File: src/rtl/tmds_symbol_aligner.sv
// TMDS receive-side symbol aligner and decoder for one data channel.
// Finds the 10-bit symbol boundary from control-token runs in blanking, then decodes each symbol.
module tmds_symbol_aligner #(
  parameter int SEARCH_WINDOW = 4096,
  parameter int TOKEN_RUN     = 16,
  parameter int LOCK_TIMEOUT  = 8192
) (
  input  logic       pixelClock,
  input  logic       resetN,
  input  logic [9:0] rawSymbol,
  output logic [9:0] alignedSymbol,
  output logic [7:0] videoData,
  output logic [1:0] controlBits,
  output logic       isControl,
  output logic       locked,
  output logic [3:0] offset
);

  // Streaming datapath without valid/ready: one word is accepted and one
  // decoded symbol is produced on every pixelClock edge.
  typedef enum logic {
    SEARCH = 1'b0,
    LOCKED = 1'b1
  } alignState_t;

  localparam logic [15:0] WINDOW_LAST = 16'(SEARCH_WINDOW - 1);
  localparam logic [15:0] RUN_TARGET  = 16'(TOKEN_RUN);
  localparam logic [15:0] GAP_LIMIT   = 16'(LOCK_TIMEOUT);

  alignState_t state;
  logic [9:0]  r0;
  logic [9:0]  r1;
  logic [9:0]  aligned;
  logic [9:0]  alignedNext;
  logic [15:0] runCount;
  logic [15:0] timer;
  logic [15:0] gap;
  logic [15:0] runNext;
  logic [15:0] gapNext;
  logic        stale;
  logic [7:0]  tByte;
  logic [7:0]  dByte;
  logic        tokenHit;
  logic [1:0]  tokenCode;

  function automatic logic [15:0] satInc(input logic [15:0] v);
    return (v == 16'hFFFF) ? v : v + 16'd1;
  endfunction

  // r1 holds the older word, so its bits come first in the 20-bit window.
  assign alignedNext = 10'({r0, r1} >> offset);

  always_comb begin
    tByte = aligned[9] ? ~aligned[7:0] : aligned[7:0];
    dByte = '0;
    dByte[0] = tByte[0];
    for (int i = 1; i < 8; i++) begin
      dByte[i] = aligned[8] ? (tByte[i] ^ tByte[i-1]) : ~(tByte[i] ^ tByte[i-1]);
    end
  end

  always_comb begin
    tokenHit  = 1'b1;
    tokenCode = 2'b00;
    case (aligned)
      10'b1101010100: tokenCode = 2'b00;
      10'b0010101011: tokenCode = 2'b01;
      10'b0101010100: tokenCode = 2'b10;
      10'b1010101011: tokenCode = 2'b11;
      default:        tokenHit  = 1'b0;
    endcase
  end

  // The symbol right after an offset change was sliced at the old offset.
  assign runNext = (tokenHit && !stale) ? satInc(runCount) : '0;
  assign gapNext = satInc(gap);

  always_ff @(posedge pixelClock or negedge resetN) begin
    if (!resetN) begin
      state         <= SEARCH;
      r0            <= '0;
      r1            <= '0;
      aligned       <= '0;
      alignedSymbol <= '0;
      videoData     <= '0;
      controlBits   <= '0;
      isControl     <= 1'b0;
      locked        <= 1'b0;
      offset        <= '0;
      runCount      <= '0;
      timer         <= '0;
      gap           <= '0;
      stale         <= 1'b0;
    end else begin
      r0            <= rawSymbol;
      r1            <= r0;
      aligned       <= alignedNext;
      alignedSymbol <= aligned;
      videoData     <= dByte;
      isControl     <= tokenHit;
      if (tokenHit) controlBits <= tokenCode;
      stale <= 1'b0;

      case (state)
        SEARCH: begin
          if (runNext >= RUN_TARGET) begin
            state    <= LOCKED;
            locked   <= 1'b1;
            runCount <= '0;
            timer    <= '0;
            gap      <= '0;
          end else if (timer >= WINDOW_LAST) begin
            offset   <= (offset == 4'd9) ? 4'd0 : offset + 4'd1;
            runCount <= '0;
            timer    <= '0;
            stale    <= 1'b1;
          end else begin
            runCount <= runNext;
            timer    <= satInc(timer);
          end
        end
        LOCKED: begin
          if (tokenHit) begin
            gap <= '0;
          end else if (gapNext >= GAP_LIMIT) begin
            state    <= SEARCH;
            locked   <= 1'b0;
            gap      <= '0;
            runCount <= '0;
            timer    <= '0;
          end else begin
            gap <= gapNext;
          end
        end
        default: begin
          state  <= SEARCH;
          locked <= 1'b0;
        end
      endcase
    end
  end

endmodule

File: config.mk
export PLATFORM = sky130hd
export DESIGN_NAME = tmds_symbol_aligner
export DESIGN_NICKNAME = d
export VERILOG_FILES = /design/src/rtl/tmds_symbol_aligner.sv
export SDC_FILE = /design/constraint.sdc
export NUM_CORES = 1
export LEC_CHECK = 0
export BUFFER_PORTS_ARGS = -buffer_cell sky130_fd_sc_hd__buf_2
export CAP_MARGIN = 20
export CORE_UTILIZATION = 53
export DETAILED_ROUTE_END_ITERATION = 16
export GPL_ROUTABILITY_DRIVEN = 0
export PLACE_DENSITY_LB_ADDON = 0.1
export SKIP_CTS_REPAIR_TIMING = 1
export SLEW_MARGIN = 40
export SYNTH_ARGS = -nofsm -noshare
export SYNTH_HDL_FRONTEND = slang
export SYNTH_SLANG_ARGS = --single-unit
File: constraint.sdc
create_clock -name pixelClock -period 5.67 [get_ports pixelClock]
set_input_delay 0.2835 -clock pixelClock [delete_from_list [all_inputs] [get_ports pixelClock]]
set_output_delay 0.2835 -clock pixelClock [all_outputs]
set_load 0.03 [all_outputs]
==> flow_summary.toml <==
[run_status]
status = "complete, no violations"

[clocking]
clockBufferDepth = 2
cts_max_level = 3
cts.root.buffer_cell = "clkbuf_8"
cts_buffers = 9
cts_tree = "done"
clock-sinks = 106
clkLatencyLatePin_ps = 360
cts.clk_slew.worst_paths_ps = 90

[worst_setup_path]
crit_type = "reg2reg"
start_kind = "flip-flop"
crit_path_end_kind = "flip-flop"
rr_startpoint = "runCount[0]"
regToRegEndpoint = "timer[3]"
crit_fanout = 15
rr_worst_depth = 8
crit_arrival_ps = 3180
cp.required_ps = 5940
ff2ff_setup_slack_ps = 2760

[placed_design]
port_buffers = 37
dp_hpwl_um = 6440
dpl-instance-area_um2 = 5450
place_inst = 624

[sta]
slew_viol_final = 0
rsz0062_at_grt = "false"
fin_skew_ps = 13.9
period_share = 0.514
fin_tns_setup_ps = 0
setup_violations = 0
fin_crit_ps = 2910
worst_pin_slew_ps = 711
fmax_mhz = 343
slew_headroom = 0.526
hold_violations = 0

[route]
wl_per_cell_um = 14.4
drc = 0
num_vias = 3608
dr.pass1.iters = 4
viasPerCell = 5.65
finalWirelength_um = 9220
ant_nets = 0
drtIter0Drc = 186

[logic_synthesis]
synthCells = 474
synth_commonest_cells = "106 x dfrtp_1, 37 x nand2_1, 33 x nor2_1, 26 x inv_1, 23 x and2_1"
async_flop_share = 1.00
synth_nets = 497
synth-seq-cells = 106
synth-main-ff-cell = "dfrtp_1"
synth_top_area_frac = 0.513
synth_top_cell_by_area = "dfrtp_1"
synth_most_common_cell = "dfrtp_1"
synth_area_um2 = 5170
seq_area_frac_synth = 0.513
synth_enable_flop_cells = 0
yosys_warnings = 0
synth_cell_types = 65
avgSynthCellArea_um2 = 10.9
yosys-top-cells-area = "dfrtp_1 51%, mux4_2 4.4%, and2_1 2.8%"

[grt]
grt_max_degree = 58
met1_usage = 0.294
grt_pass1_vias = 3367
use_met2 = 0.295
gr-usage-met3 = 0.0430
grt.busiest_layer = "met2"
grt_remaining_overflow = 0
grt_pass1_wl_um = 15900
antenna_found_initial = 0
grt.total_usage = 0.200

[finish]
syn_to_final_growth_pct = 9.44
drive_above_1_share = 0.182
stdcell_area_um2 = 5660
nets = 530
post-route-util = 0.606
fillCellCount = 781
fin_cells = 639
diodes = 0

[min_path]
hold_path_end = "r0[2]"
hold_class = "in2reg"
min_path_cells = 1
worstHoldStart = "rawSymbol[2]"

[pwr]
p_leak_uw = 0.00248
p_per_area_nw_per_um2 = 239
ir_drop_uv = 201

[floorplan]
coreArea_um2 = 9330
rows = 35
die_area_um2 = 10200
die_w_um = 101
dieHeight_um = 101
io-pin-count = 38
initial_core_util = 0.554

[run]
drv_cap = 0
logic make-up after synthesis:
family          count (synthesis)  share of synthesized area
compound gates                105                      0.148
xor+xnor                       14                     0.0237
fa+ha+maj                      11                     0.0266
buf+inv                        47                     0.0402
flops                         106                      0.513
mux                            25                     0.0736
simple gates                  166                      0.175
how the worst max path moves through the flow:
| stage | from | to | slack [ps] | depth (start not counted) |
|---|---|---|---|---|
| after floorplan | runCount[0] | offset[1] | 3480 | 9 |
| after global placement | runCount[0] | offset[2] | 2810 | 8 |
| after detailed placement | runCount[0] | timer[3] | 2810 | 8 |
| after CTS | runCount[0] | timer[3] | 2770 | 8 |
| after global routing | runCount[0] | timer[10] | 2550 | 8 |
| final | runCount[0] | timer[3] | 2760 | 8 |
critical path, cell delays in order, from the launching register on:
cell,delay (ps)
dfrtp_1,410
ha_1,210
nand3_1,110
nor4_2,300
mux2i_1,260
nand4_2,220
o31ai_4,610
nand2_1,410
o22ai_1,280
registers in the layout, summed over array words and instances (netlist names), 2 cells and up:
register,flops
aligned,10
alignedSymbol,10
videoData,8
gap,16
runCount,16
timer,16
r1,10
r0,10
controlBits,2
offset,4
where the power goes:
part | total (uW) | leakage [uW] | switching, uW | internal, uW
clock network | 454 | 0.0000946 | 230 | 224
registers | 795 | 0.00135 | 15.7 | 780
logic | 100 | 0.00103 | 66.0 | 34.2
through the flow:
stage,power [uW],setup WS (ps),hold WS [ps]
finish,1350,2760,29.9
global route,1410,2550,5.21
CTS,1370,2770,-70.2
detailed placement,913,2810,336
global placement,910,2810,322
floorplan,871,3480,-12.1
layout make-up:
cell class / instances / area, um^2 / area share
Timing Repair Buffer: 42 / 231 / 0.0409
Sequential cell: 106 / 2650 / 0.469
Inverter: 27 / 101 / 0.0179
Tap cell: 129 / 161 / 0.0285
Multi-Input combinational cell: 321 / 2320 / 0.409
Clock inverter: 2 / 37.5 / 0.00664
Clock buffer: 12 / 155 / 0.0274
cell usage in the layout, fill, tap and decap left out, drive strengths merged, types with 6 or more instances in the layout:
cell,Yosys,routed
a31oi,18,18
nand3,16,16
nand4,14,14
nor2,33,33
nand2,38,38
mux4,10,10
xnor2,7,7
nor2b,6,6
and2,23,23
xor2,7,7
buf,9,41
nor3,11,11
ha,11,11
mux2i,11,11
o22ai,10,10
clkbuf,11,12
a21oi,24,24
inv,26,26
o21ai,16,16
dfrtp,106,106
metal layers:
metal,routed length (um),part of all wire
met2,4110,0.45
met3,322,0.035
met1,4660,0.51
met5,0,0
met4,125,0.014
(Power assumes the default switching activity.)
